[src/rtl/bram_load_scheduler.sv]
// Round-robin owner of the shared read-only BRAM port. One client at a time
// gets a burst of consecutive bytes, which come back tagged with their index.
// This is followed by a one-cycle done pulse to that client.
// RD_LAT counts cycles from an address being on bram_addr to its byte
// appearing on rd_data. That span includes the rd_data output register, so
// the BRAM itself must return dout RD_LAT-1 cycles after sampling the address.
module bram_load_scheduler #(
  parameter int N_REQ      = 4,
  parameter int W          = 8,
  parameter int ADDR_WIDTH = 15,
  parameter int LEN_W      = 16,
  parameter int RD_LAT     = 2
) (
  input  logic                        clk,
  input  logic                        rst,
  input  logic [N_REQ-1:0]            req,
  input  logic [N_REQ*ADDR_WIDTH-1:0] base_addr,
  input  logic [N_REQ*LEN_W-1:0]      length,
  output logic [N_REQ-1:0]            grant,
  output logic [N_REQ-1:0]            done,
  output logic                        rd_valid,
  output logic [W-1:0]                rd_data,
  output logic [LEN_W-1:0]            rd_index,
  output logic                        bram_en,
  output logic                        bram_ren,
  output logic [ADDR_WIDTH-1:0]       bram_addr,
  input  logic [W-1:0]                bram_dout
);

  localparam int IDX_W = (N_REQ > 1) ? $clog2(N_REQ) : 1;

  typedef enum logic [1:0] {IDLE, ISSUE, DRAIN, FINISH} state_e;

  state_e                        state_q, state_d;
  logic [IDX_W-1:0]              rr_q, rr_d, gidx_q, gidx_d;
  logic [N_REQ-1:0]              grant_q, grant_d, done_q, done_d;
  logic                          en_q, en_d, ren_q, ren_d;
  logic [ADDR_WIDTH-1:0]         addr_q, addr_d;
  logic [LEN_W-1:0]              len_q, len_d;
  // One extra bit so a burst of 2^LEN_W-1 bytes still terminates cleanly.
  logic [LEN_W:0]                k_q, k_d;
  logic [RD_LAT-1:0]             vld_pipe_q;
  logic [RD_LAT-1:0][LEN_W-1:0]  idx_pipe_q;
  logic [W-1:0]                  rd_data_q;

  logic                          pick_vld;
  logic [IDX_W-1:0]              pick_idx;
  logic                          issue_vld;

  assign issue_vld = (state_q == ISSUE);

  // Round-robin pick: first requester at or above rr, wrapping. Scanning the
  // offsets downward lets the smallest offset overwrite the larger ones.
  always_comb begin
    pick_vld = 1'b0;
    pick_idx = '0;
    for (int i = N_REQ - 1; i >= 0; i--) begin
      if (req[(int'(rr_q) + i) % N_REQ]) begin
        pick_vld = 1'b1;
        pick_idx = IDX_W'((int'(rr_q) + i) % N_REQ);
      end
    end
  end

  // Next-state and registered-output logic for the burst sequencer.
  always_comb begin
    state_d = state_q;
    rr_d    = rr_q;
    gidx_d  = gidx_q;
    grant_d = grant_q;
    done_d  = '0;
    en_d    = en_q;
    ren_d   = ren_q;
    addr_d  = addr_q;
    len_d   = len_q;
    k_d     = k_q;
    case (state_q)
      IDLE: begin
        if (pick_vld) begin
          gidx_d  = pick_idx;
          grant_d = N_REQ'(1) << pick_idx;
          len_d   = length[pick_idx*LEN_W +: LEN_W];
          addr_d  = base_addr[pick_idx*ADDR_WIDTH +: ADDR_WIDTH];
          k_d     = '0;
          if (length[pick_idx*LEN_W +: LEN_W] == '0) begin
            state_d = FINISH;
          end else begin
            state_d = ISSUE;
            en_d    = 1'b1;
            ren_d   = 1'b1;
          end
        end
      end
      ISSUE: begin
        if (k_q + 1'b1 == {1'b0, len_q}) begin
          ren_d   = 1'b0;
          state_d = DRAIN;
        end else begin
          k_d    = k_q + 1'b1;
          addr_d = addr_q + 1'b1;
        end
      end
      DRAIN: begin
        // Empty pipeline means the last byte has already left on rd_data.
        if (vld_pipe_q == '0) begin
          en_d    = 1'b0;
          state_d = FINISH;
        end
      end
      FINISH: begin
        done_d  = grant_q;
        grant_d = '0;
        en_d    = 1'b0;
        rr_d    = (gidx_q == IDX_W'(N_REQ - 1)) ? '0 : gidx_q + 1'b1;
        state_d = IDLE;
      end
      default: state_d = IDLE;
    endcase
  end

  // State, output registers and the read-latency tag pipeline.
  always_ff @(posedge clk) begin
    if (rst) begin
      state_q    <= IDLE;
      rr_q       <= '0;
      gidx_q     <= '0;
      grant_q    <= '0;
      done_q     <= '0;
      en_q       <= 1'b0;
      ren_q      <= 1'b0;
      addr_q     <= '0;
      len_q      <= '0;
      k_q        <= '0;
      vld_pipe_q <= '0;
      idx_pipe_q <= '0;
      rd_data_q  <= '0;
    end else begin
      state_q       <= state_d;
      rr_q          <= rr_d;
      gidx_q        <= gidx_d;
      grant_q       <= grant_d;
      done_q        <= done_d;
      en_q          <= en_d;
      ren_q         <= ren_d;
      addr_q        <= addr_d;
      len_q         <= len_d;
      k_q           <= k_d;
      vld_pipe_q[0] <= issue_vld;
      idx_pipe_q[0] <= k_q[LEN_W-1:0];
      for (int i = 1; i < RD_LAT; i++) begin
        vld_pipe_q[i] <= vld_pipe_q[i-1];
        idx_pipe_q[i] <= idx_pipe_q[i-1];
      end
      rd_data_q <= bram_dout;
    end
  end

  assign grant     = grant_q;
  assign done      = done_q;
  assign bram_en   = en_q;
  assign bram_ren  = ren_q;
  assign bram_addr = addr_q;
  assign rd_valid  = vld_pipe_q[RD_LAT-1];
  assign rd_index  = idx_pipe_q[RD_LAT-1];
  assign rd_data   = rd_data_q;

endmodule
[config.mk]
export PLATFORM = sky130hd
export DESIGN_NAME = bram_load_scheduler
export DESIGN_NICKNAME = d
export VERILOG_FILES = /design/src/rtl/bram_load_scheduler.sv
export SDC_FILE = /design/constraint.sdc
export NUM_CORES = 1
export LEC_CHECK = 0
export CAP_MARGIN = 15
export CELL_PAD_IN_SITES_DETAIL_PLACEMENT = 1
export CELL_PAD_IN_SITES_GLOBAL_PLACEMENT = 1
export CORE_ASPECT_RATIO = 1.4
export CORE_MARGIN = 3
export CORE_UTILIZATION = 31
export DETAILED_ROUTE_END_ITERATION = 7
export MAX_ROUTING_LAYER = met4
export PLACE_DENSITY_LB_ADDON = 0.1
export SLEW_MARGIN = 20
export SYNTH_ARGS = -nofsm -noshare
export SYNTH_HDL_FRONTEND = slang
export SYNTH_SLANG_ARGS = --single-unit
export TNS_END_PERCENT = 1
[constraint.sdc]
create_clock -name clk -period 3.1 [get_ports clk]
set_input_delay 0.62 -clock clk [delete_from_list [all_inputs] [get_ports clk]]
set_output_delay 0.62 -clock clk [all_outputs]
set_load 0.005 [all_outputs]
==> impl_results.md <==
* VDD IR max at 0.000292 V
* PnR worst setup slack at 0.0348 ns
* CTS Buf Count at 9
* CTS tree: built
* Total track usage at a little over a fifth
* Max_cap viols at 0
* Synth top cells by count: nand2_1, dfxtp_1, clkbuf_1, nand3_1, nor2b_1
* Nets at 1192
* Final number of max-transition violations at 0
* Crit path from: req[2]
* Mapped Cells at 832
* Core Rows at 61
* Synth Cell Area at 6390 um^2
* Pre-CTS setup slack at -0.728 ns
* Detailed Route Iter0 Violations at about 380
* Largest net degree at the start of global routing at 91
* Mean area per synthesized cell at 7.68 um^2
* Port Buffers at 187
* Top cells by area, synth: dfxtp_1, nand2_1, nor2b_1, nand3_1, clkbuf_1
* Hold slack at between 0.4 and 0.5 ns
* Least-Margin Pin Slew at slightly above 0.6 ns
* Via density at between 5 and 6
* Area Overhead vs Synth at 50.6%
* Count leader, synth: nand2_1
* Arr. time, crit path at 3.33 ns
* Critical path launch point type: primary input
* Worst relative slew slack at 59.1%
* Clk pin slew, worst setup/hold paths at roughly 0.070 ns
* H-Tree Depth at 3
* Hold depth at 1
* Flops & latches, synth at between 100 and 150
* Hold endpoint: rd_index[11]
* Worst Path Max Fanout at 7
* R2R Setup Slk at 0.08 ns
* Post-synthesis sequential area ratio at ~33%
* Most used cell, CP: buf_4
* Total power at roughly 5.6 mW
* Pwr Density at about 580 nW/um^2
* Final setup vio count at 0
* Max incr delay on CP at 0.54 ns
* Period Utilization, post-route at 98.9%
* Fill count at 2385
* Top cell type's share of synthesized area at 33.2%
* Die area at 22400 um^2
* Initial core utilization at 31.8%
* Kind of end point of the critical path: flop
* Final hold vios at 0
* Drt first pass iters at 4
* Die W at ~130 um
* Routability congestion estimate at ~0.88
* Ys flop type: dfxtp_1
* Final Skew at approximately 0.009 ns
* Async SR Flop Fraction at 0%
* Avg WL per Cell at 18.3 um
* Drt total wl at approximately 24 mm
* Clock Tree Buf Depth at 2
* Library cells used by synthesis at 57
* Peak Freq at ~330 MHz
* Outcome: completed
* Leading area contributor after synthesis: dfxtp_1
* Antenna diode count at 0
* Layout cell share with drive strength beyond 1 at 17.3%
* Final Critical Period at 3.07 ns
* Worst r2r src: rr_q[0]
* Worst-skew pair later-pin latency at 0.36 ns
* ANT nets after route at 0
* Worst path required time at 3.37 ns
* CTS sink count at around 110
* Syn Nets at a little under 1000
* Critical path class: primary input to flop
* FF-to-FF path depth at 13
* CTS Root Buffer Type: clkbuf_16
* I/O pin count at 188
* Finished Layout Cells at 1302
* Worst hold path class: flop to flop
* Slowest cell on crit path: or4b_4
* Pleak at between 3 and 4 nW
* DRC viols at 0
* Global-route wire length before repair at 36.7 mm
* Start point of the worst hold path: idx_pipe_q[11]
* Vias at 6913
* Ys Warns at 0
* Vias in the first global route at 6990
* Die H at between 150 and 200 um
* R2R Path End: state_q[1]
* Core footprint at approximately 20000 um^2
* Crit-path cells: buf_2 -> nor2b_4 -> or4b_4 -> buf_6 -> buf_12 -> buf_4 -> buf_4 -> and3_1 -> o32ai_2 -> nand4_1 -> nor4_4 -> buf_4 -> mux2i_1 -> a311oi_1
* EDFF count, synth at 0
* Unrepaired setup endpoints after global routing: true
* Initial antenna violation count at 0
* GR Overflow Total at 0
* Placed insts at 1270
* Post-DP HPWL at 17.7 mm
worst max path at each step:
stage	to	slack, ns	depth (start not counted)
CTS	state_q[1]	0.01	11
finish	state_q[1]	0.03	14
global route	state_q[1]	-0.05	14
detailed placement	state_q[1]	-0.73	11
global placement	state_q[1]	-0.65	11
floorplan	bram_en	-0.20	12
metrics by stage:
stage | TNS (ns) | utilization (%) | cell area, um^2
final | 0 | 48.0 | 9630
after global routing | -0.0809 | 48.0 | 9630
after CTS | 0 | 46.3 | 9290
after detailed placement | -6.71 | 44.2 | 8870
after global placement | -5.55 | 44.2 | 8870
after floorplan | -0.342 | - | 6390
power by group:
| part | leakage (nW) | total, mW | internal [mW] | switching [mW] |
|---|---|---|---|---|
| clock network | 0.141 | 1.13 | 0.565 | 0.564 |
| registers | 0.866 | 1.83 | 1.59 | 0.246 |
| logic | 2.65 | 2.64 | 1.30 | 1.35 |
metal layers:
metal / GRT usage (%) / vias to the layer above / part of all wire, %
met1: 24.2 / 3275 / 42
met2: 36.6 / 166 / 52
li1: - / 3438 / -
met4: 7.51 / 0 / 2.6
met5: - / - / 0
met3: 2.65 / 34 / 3.4
logic make-up (layout without fill, tap and decap cells):
| kind of cell | Yosys count | in the layout | synth area share [%] |
|---|---|---|---|
| AOI/OAI and AO/OA | 186 | 186 | 21.9 |
| xor gates and xnor gates | 22 | 22 | 3.02 |
| adders and majority gates | 9 | 9 | 1.76 |
| buffers and inverters | 105 | 323 | 7.85 |
| DFF | 106 | 106 | 33.2 |
| muxes | 6 | 6 | 0.979 |
| and+or+nand+nor | 398 | 398 | 31.3 |
critical path, delay by kind of cell:
| kind | cells | cell delay [ns] |
|---|---|---|
| simple gates | 5 | 1.34 |
| compound gates | 2 | 0.45 |
| mux | 1 | 0.06 |
| buf+inv | 6 | 0.85 |
sequential cells by signal (all words and copies together), names as in the netlist:
| register | flops |
|---|---|
| k_q | 17 |
| gidx_q | 2 |
| rd_data | 8 |
| rr_q | 2 |
| state_q | 2 |
| grant | 4 |
| len_q | 16 |
| rd_index | 16 |
| bram_en | 1 |
| done | 4 |
| bram_addr | 15 |
| vld_pipe_q | 2 |
| bram_ren | 1 |
| idx_pipe_q | 16 |
placed cells by master, fill, tap and decap left out, types with 10 or more instances in the layout:
| cell type | netlist | layout |
|---|---|---|
| a211oi_1 | 12 | 12 |
| a21bo_2 | 12 | 12 |
| a21oi_1 | 33 | 33 |
| a31oi_1 | 10 | 10 |
| a32oi_1 | 19 | 12 |
| and3_1 | 23 | 23 |
| buf_4 | 17 | 86 |
| buf_6 | 5 | 10 |
| clkbuf_16 | 0 | 11 |
| clkdlybuf4s50_1 | 0 | 182 |
| dfxtp_1 | 106 | 103 |
| inv_1 | 12 | 12 |
| nand2_1 | 142 | 142 |
| nand3_1 | 55 | 51 |
| nand4_1 | 10 | 10 |
| nor2_1 | 41 | 38 |
| nor2b_1 | 47 | 43 |
| nor3_1 | 13 | 12 |
| nor3b_1 | 17 | 17 |
| nor4_1 | 25 | 25 |
| o211ai_1 | 12 | 12 |
| o21ai_0 | 13 | 11 |
| xnor2_1 | 15 | 15 |
timing repair:
action,4_1_cts,5_1_grt
resized for setup,22,55
gates cloned,1,2
hold buffers,0,0
setup buffers,4,10
pin swaps,6,14
setup endpoints to repair,6,5
layout make-up:
cell class | instances | area, um^2 | area share [%]
Inverter | 13 | 48.8 | 0.507
Sequential cell | 106 | 2130 | 22.1
Timing Repair Buffer | 294 | 2840 | 29.5
Clock inverter | 6 | 57.6 | 0.598
Tap cell | 252 | 315 | 3.28
Clock buffer | 10 | 229 | 2.38
Multi-Input combinational cell | 621 | 4010 | 41.7
(Power assumes the default switching activity.)
